File: config.mk
export PLATFORM = sky130hd
export DESIGN_NAME = dp_share_arbiter
export DESIGN_NICKNAME = d
export VERILOG_FILES = /design/src/rtl/dp_share_arbiter.sv
export SDC_FILE = /design/constraint.sdc
export NUM_CORES = 1
export LEC_CHECK = 0
export CELL_PAD_IN_SITES_DETAIL_PLACEMENT = 0
export CELL_PAD_IN_SITES_GLOBAL_PLACEMENT = 1
export CORE_MARGIN = 8
export CORE_UTILIZATION = 39
export DETAILED_ROUTE_END_ITERATION = 8
export DONT_BUFFER_PORTS = 1
export GPL_ROUTABILITY_DRIVEN = 0
export GPL_TIMING_DRIVEN = 0
export PLACE_DENSITY_LB_ADDON = 0.1
export SETUP_SLACK_MARGIN = 0.1
export SYNTH_ARGS = -nofsm -noshare
export SYNTH_HDL_FRONTEND = slang
export SYNTH_SLANG_ARGS = --single-unit
File: constraint.sdc
create_clock -name clk -period 4.2 [get_ports clk]
set_input_delay 0.84 -clock clk [delete_from_list [all_inputs] [get_ports clk]]
set_output_delay 0.84 -clock clk [all_outputs]
set_load 0.005 [all_outputs]
File: src/rtl/dp_share_arbiter.sv
// Round-robin front end for a shared fixed-latency datapath chain. Each issued item carries
// its requester id down a tag pipeline that mirrors the chain, so each result returns to its owner.
module dp_share_arbiter #(
    parameter int NUM_REQ  = 4,
    parameter int DATA_W   = 8,
    parameter int PIPE_LAT = 2
) (
    input  logic                       clk,
    input  logic                       rst_n,
    input  logic [NUM_REQ-1:0]         req_valid,
    input  logic [NUM_REQ*DATA_W-1:0]  req_data,
    output logic [NUM_REQ-1:0]         req_ready,
    input  logic                       hold,
    output logic [DATA_W-1:0]          dp_in,
    input  logic [DATA_W-1:0]          dp_out,
    output logic [NUM_REQ-1:0]         rsp_valid,
    output logic [DATA_W-1:0]          rsp_data,
    output logic [$clog2(NUM_REQ)-1:0] grant_id,
    output logic                       busy
);
    localparam int ID_W = $clog2(NUM_REQ);
    localparam logic [ID_W-1:0] LAST_ID = ID_W'(NUM_REQ - 1);

    logic [ID_W-1:0]   ptr_q, ptr_d;
    logic [DATA_W-1:0] dp_in_q, dp_in_d;
    logic [ID_W-1:0]   grant_id_q, grant_id_d;
    logic [PIPE_LAT:0] tag_vld_q;
    logic [ID_W-1:0]   tag_id_q [PIPE_LAT+1];
    logic [NUM_REQ-1:0] rsp_valid_q, rsp_valid_d;
    logic [DATA_W-1:0] rsp_data_q, rsp_data_d;

    logic              win_found;
    logic [ID_W-1:0]   win_id;
    logic [ID_W-1:0]   cand;
    logic              xfer;

    // Search starts at ptr and wraps by compare so non-power-of-2 counts stay in range.
    always_comb begin
        win_found = 1'b0;
        win_id    = '0;
        cand      = ptr_q;
        for (int k = 0; k < NUM_REQ; k++) begin
            if (!win_found && req_valid[cand]) begin
                win_found = 1'b1;
                win_id    = cand;
            end
            cand = (cand == LAST_ID) ? '0 : cand + ID_W'(1);
        end
    end

    assign xfer      = win_found && !hold;
    assign req_ready = xfer ? (NUM_REQ'(1) << win_id) : '0;

    always_comb begin
        ptr_d       = ptr_q;
        dp_in_d     = dp_in_q;
        grant_id_d  = grant_id_q;
        rsp_valid_d = '0;
        rsp_data_d  = rsp_data_q;
        if (xfer) begin
            ptr_d      = (win_id == LAST_ID) ? '0 : win_id + ID_W'(1);
            dp_in_d    = req_data[win_id*DATA_W +: DATA_W];
            grant_id_d = win_id;
        end
        if (tag_vld_q[PIPE_LAT]) begin
            rsp_valid_d = NUM_REQ'(1) << tag_id_q[PIPE_LAT];
            rsp_data_d  = dp_out;
        end
    end

    always_ff @(posedge clk or negedge rst_n) begin
        if (!rst_n) begin
            ptr_q       <= '0;
            dp_in_q     <= '0;
            grant_id_q  <= '0;
            tag_vld_q   <= '0;
            rsp_valid_q <= '0;
            rsp_data_q  <= '0;
            for (int k = 0; k <= PIPE_LAT; k++) tag_id_q[k] <= '0;
        end else begin
            ptr_q       <= ptr_d;
            dp_in_q     <= dp_in_d;
            grant_id_q  <= grant_id_d;
            rsp_valid_q <= rsp_valid_d;
            rsp_data_q  <= rsp_data_d;
            // Stage k lines up with dp_in delayed k cycles; stage PIPE_LAT lines up with dp_out.
            tag_vld_q   <= {tag_vld_q[PIPE_LAT-1:0], xfer};
            tag_id_q[0] <= win_id;
            for (int k = 1; k <= PIPE_LAT; k++) tag_id_q[k] <= tag_id_q[k-1];
        end
    end

    assign dp_in     = dp_in_q;
    assign grant_id  = grant_id_q;
    assign rsp_valid = rsp_valid_q;
    assign rsp_data  = rsp_data_q;
    assign busy      = (|tag_vld_q) || (|rsp_valid_q);

endmodule

==> impl_metrics.env <==
export IMPL_rsz0062_at_grt="false"
export IMPL_worstReg2RegStart="ptr_q[0]"
export IMPL_hpwl_mm=5.00
export IMPL_grt_overflow_total=0
export IMPL_critPathSlowestCell="dfrtp_1"
export IMPL_nets=306
export IMPL_min_path_type="input port to async pin"
export IMPL_vias=1953
export IMPL_routed_via_density=5.85
export IMPL_p_sw_w=0.00106
export IMPL_clock_latency_ps=280
export IMPL_synth_edf_count=0
export IMPL_whs_ps=242
export IMPL_first_pass_iters=4
export IMPL_synth_compound_area_share_pct=29.0
export IMPL_critPathMaxStageDelay_ps=420
export IMPL_synth_ff_type="dfrtp_1"
export IMPL_clk_path_buf_depth=2
export IMPL_hold_viol=0
export IMPL_synth_top_family_by_area="compound AO/OA/AOI/OAI gates"
export IMPL_cp_end_kind="output port"
export IMPL_yosysWarnings=0
export IMPL_cp_startpoint="ptr_q[0]"
export IMPL_cp_max_fo=10
export IMPL_worstMarginPinSlew_ps=721
export IMPL_netlist_area_mm2=0.00231
export IMPL_finalSetupViolCount=0
export IMPL_cts_resized=0
export IMPL_wl_per_cell_um=19.1
export IMPL_power_frac_comb_pct=62.1
export IMPL_setup_tns_ps=0
export IMPL_internal_power_w=0.00123
export IMPL_leakage_nw=0.988
export IMPL_relSlewSlack_pct=51.9
export IMPL_track_usage_pct=14.9
export IMPL_ys_seq_elements=33
export IMPL_cts_hold_buf=0
export IMPL_cpMostUsedCell="buf_2"
export IMPL_finClkSkew_ps=8.01
export IMPL_fp_dieH_um=93.0
export IMPL_clkTransAtPathRegs_ps=70
export IMPL_port_buffers=0
export IMPL_power_share_switching_pct=46.3
export IMPL_async_reset_ff_share_pct=100
export IMPL_n_fill_cell=616
export IMPL_cts_root_buf="clkbuf_8"
export IMPL_synth_cell_types=50
export IMPL_layout_common_cells="dfrtp_1, nand2_1, nand3_1, a211oi_1, o211ai_1"
export IMPL_status="completed"
export IMPL_synth_simple_gate_area_share_pct=18.9
export IMPL_ant_nets=0
export IMPL_grt_pass1_vias=2024
export IMPL_critPathArrivalTime_ps=3010
export IMPL_antenna_found_initial=0
export IMPL_path_buf_inv=4
export IMPL_synth_nets=299
export IMPL_power_share_clock_pct=13.5
export IMPL_cts_inserted_buffers=5
export IMPL_dieArea_mm2=0.00866
export IMPL_multiInputGateArea_mm2=0.00133
export IMPL_floorplan_initialDensity_pct=39.8
export IMPL_seqCellArea_um2=826
export IMPL_critPathLaunchType="flip-flop"
export IMPL_pwr_share_seq_pct=24.5
export IMPL_drv_slew=0
export IMPL_grt_pass1_wl_mm=10.4
export IMPL_routed_wl_mm=6.39
export IMPL_seq_area_frac_synth_pct=35.7
export IMPL_drtIter0Drc=40
export IMPL_synthCells=251
export IMPL_synth_area_per_cell_um2=9.22
export IMPL_cts_sinks=33
export IMPL_diodes=0
export IMPL_post_route_period_util_pct=91.6
export IMPL_synthMuxAreaShare_pct=8.11
export IMPL_rows=28
export IMPL_path_delay_family="buffers and inverters"
export IMPL_die_w_um=93.0
export IMPL_synth_fa_ha_area_share_pct=0.541
export IMPL_critPathKind="flip-flop to output port"
export IMPL_io_pins=74
export IMPL_power_density_mw_per_mm2=902
export IMPL_cap_violations=0
export IMPL_cts_tree="yes"
export IMPL_vdd_drop_max_uv=360
export IMPL_fp_coreArea_mm2=0.00582
export IMPL_grt_max_degree=34
export IMPL_layout_commonest_cell="dfrtp_1"
export IMPL_path_cells="ha_1 -> buf_4 -> xor2_1 -> o211a_1 -> o22ai_1 -> buf_2 -> nand4_1 -> buf_2 -> nand2_1 -> inv_1 -> nor2_1"
export IMPL_area_growth_pct=9.24
export IMPL_synth_xor_area_share_pct=0.757
export IMPL_critical_path_required_ps=3360
export IMPL_htree_levels=2
export IMPL_cts_setup_buffers=0
export IMPL_period_minus_slack_ps=3850
export IMPL_clock_fmax_mhz=260
export IMPL_drc_errors=0
export IMPL_drive_above_1_share_pct=20.1
==> per-layer routing <==
layer / vias to the layer above / track usage (%) / routed length [um]
met5: - / 0 / 0
met4: 0 / 6.17 / 104
met3: 8 / 4.17 / 426
met2: 49 / 23.8 / 3020
met1: 923 / 18.4 / 2840
li1: 973 / - / -
==> worst reg2reg max path, stage by stage, from the launching register on <==
cell and delay [ps]:
dfrtp_1 420, ha_1 330, buf_4 190, xor2_1 180
o211a_1 230, o22ai_1 300, buf_2 290, a32oi_1 230
nor4_1 560, o31ai_2 90
==> Yosys cell counts (3+ instances only) <==
cell / count / share of area (%)
mux2i_1: 3 / 1.3
mux2_2: 14 / 6.8
o211ai_1: 16 / 5.2
o21ai_0: 12 / 2.6
nor4_1: 9 / 2.4
clkbuf_1: 10 / 1.6
nor2_1: 9 / 1.5
a211oi_1: 16 / 5.2
o31ai_1: 7 / 2.3
dfrtp_1: 33 / 36
nand2b_1: 3 / 0.81
nand2_1: 25 / 4.1
nor3b_1: 3 / 0.97
nand3_1: 17 / 3.7
and3b_1: 3 / 1.1
a21oi_1: 3 / 0.65
buf_4: 3 / 0.97
buf_2: 12 / 2.6
a221oi_2: 7 / 4.5
inv_1: 4 / 0.65
o21a_1: 3 / 0.97
==> state kept, by name, indices dropped and copies added, names as in the netlist <==
name	flops
grant_id	2
rsp_valid	4
tag_vld_q	3
tag_id_q	6
rsp_data	8
dp_in	8
ptr_q	2
==> layout make-up <==
class                   instances  share of cell area [%]
plain buffers                  28                    5.79
clock buffers                   6                    3.27
clock inverters                 2                    1.48
inverters                       4                   0.594
multi-input cells             186                    52.5
flip-flops and latches         33                    32.7
well taps                      75                    3.71
==> final timing paths <==
path	to	slack (ps)	depth (start not counted)
worst max register to register	dp_in[0]	1250	9
worst max-delay path	req_ready[1]	350	11
min in group clk	tag_id_q[1]	350	0
worst min register to register	tag_id_q[1]	350	0
max in group asynchronous	rsp_data[5]	3870	0
worst min-delay path	rsp_data[0]	240	0
==> per-stage QoR <==
step           utilization [%]  cell area (um^2)  setup WS [ps]  total power (W)  std cells
5_1_grt                   43.5              2530            231          0.00248        334
2_1_floorplan                -              2310            748          0.00168        251
3_5_place_dp              41.4              2410            523          0.00198        326
6_report                  43.5              2530            355          0.00228        334
3_3_place_gp              41.4              2410            507          0.00198        326
4_1_cts                   43.5              2530            339          0.00230        334
==> cells by family (layout without fill, tap and decap cells) <==
logic type | Yosys count | after routing
XOR/XNOR | 2 | 2
buffers and inverters | 32 | 40
adder cells (fa/ha/maj) | 1 | 1
AND/OR/NAND/NOR | 84 | 84
flip-flops | 33 | 33
multiplexers | 17 | 17
AO/OA/AOI/OAI | 82 | 82
==> power groups by stage <==
| stage | clock network [W] | logic, W | registers (W) |
|---|---|---|---|
| CTS | 0.000315 | 0.00142 | 0.000563 |
| finish | 0.000307 | 0.00142 | 0.000558 |
| global route | 0.000329 | 0.00157 | 0.000580 |
| detailed placement | 0 | 0.00142 | 0.000568 |
| global placement | 0 | 0.00141 | 0.000563 |
| floorplan | 0 | 0.00115 | 0.000530 |
Power figures use the tool's default switching activity.
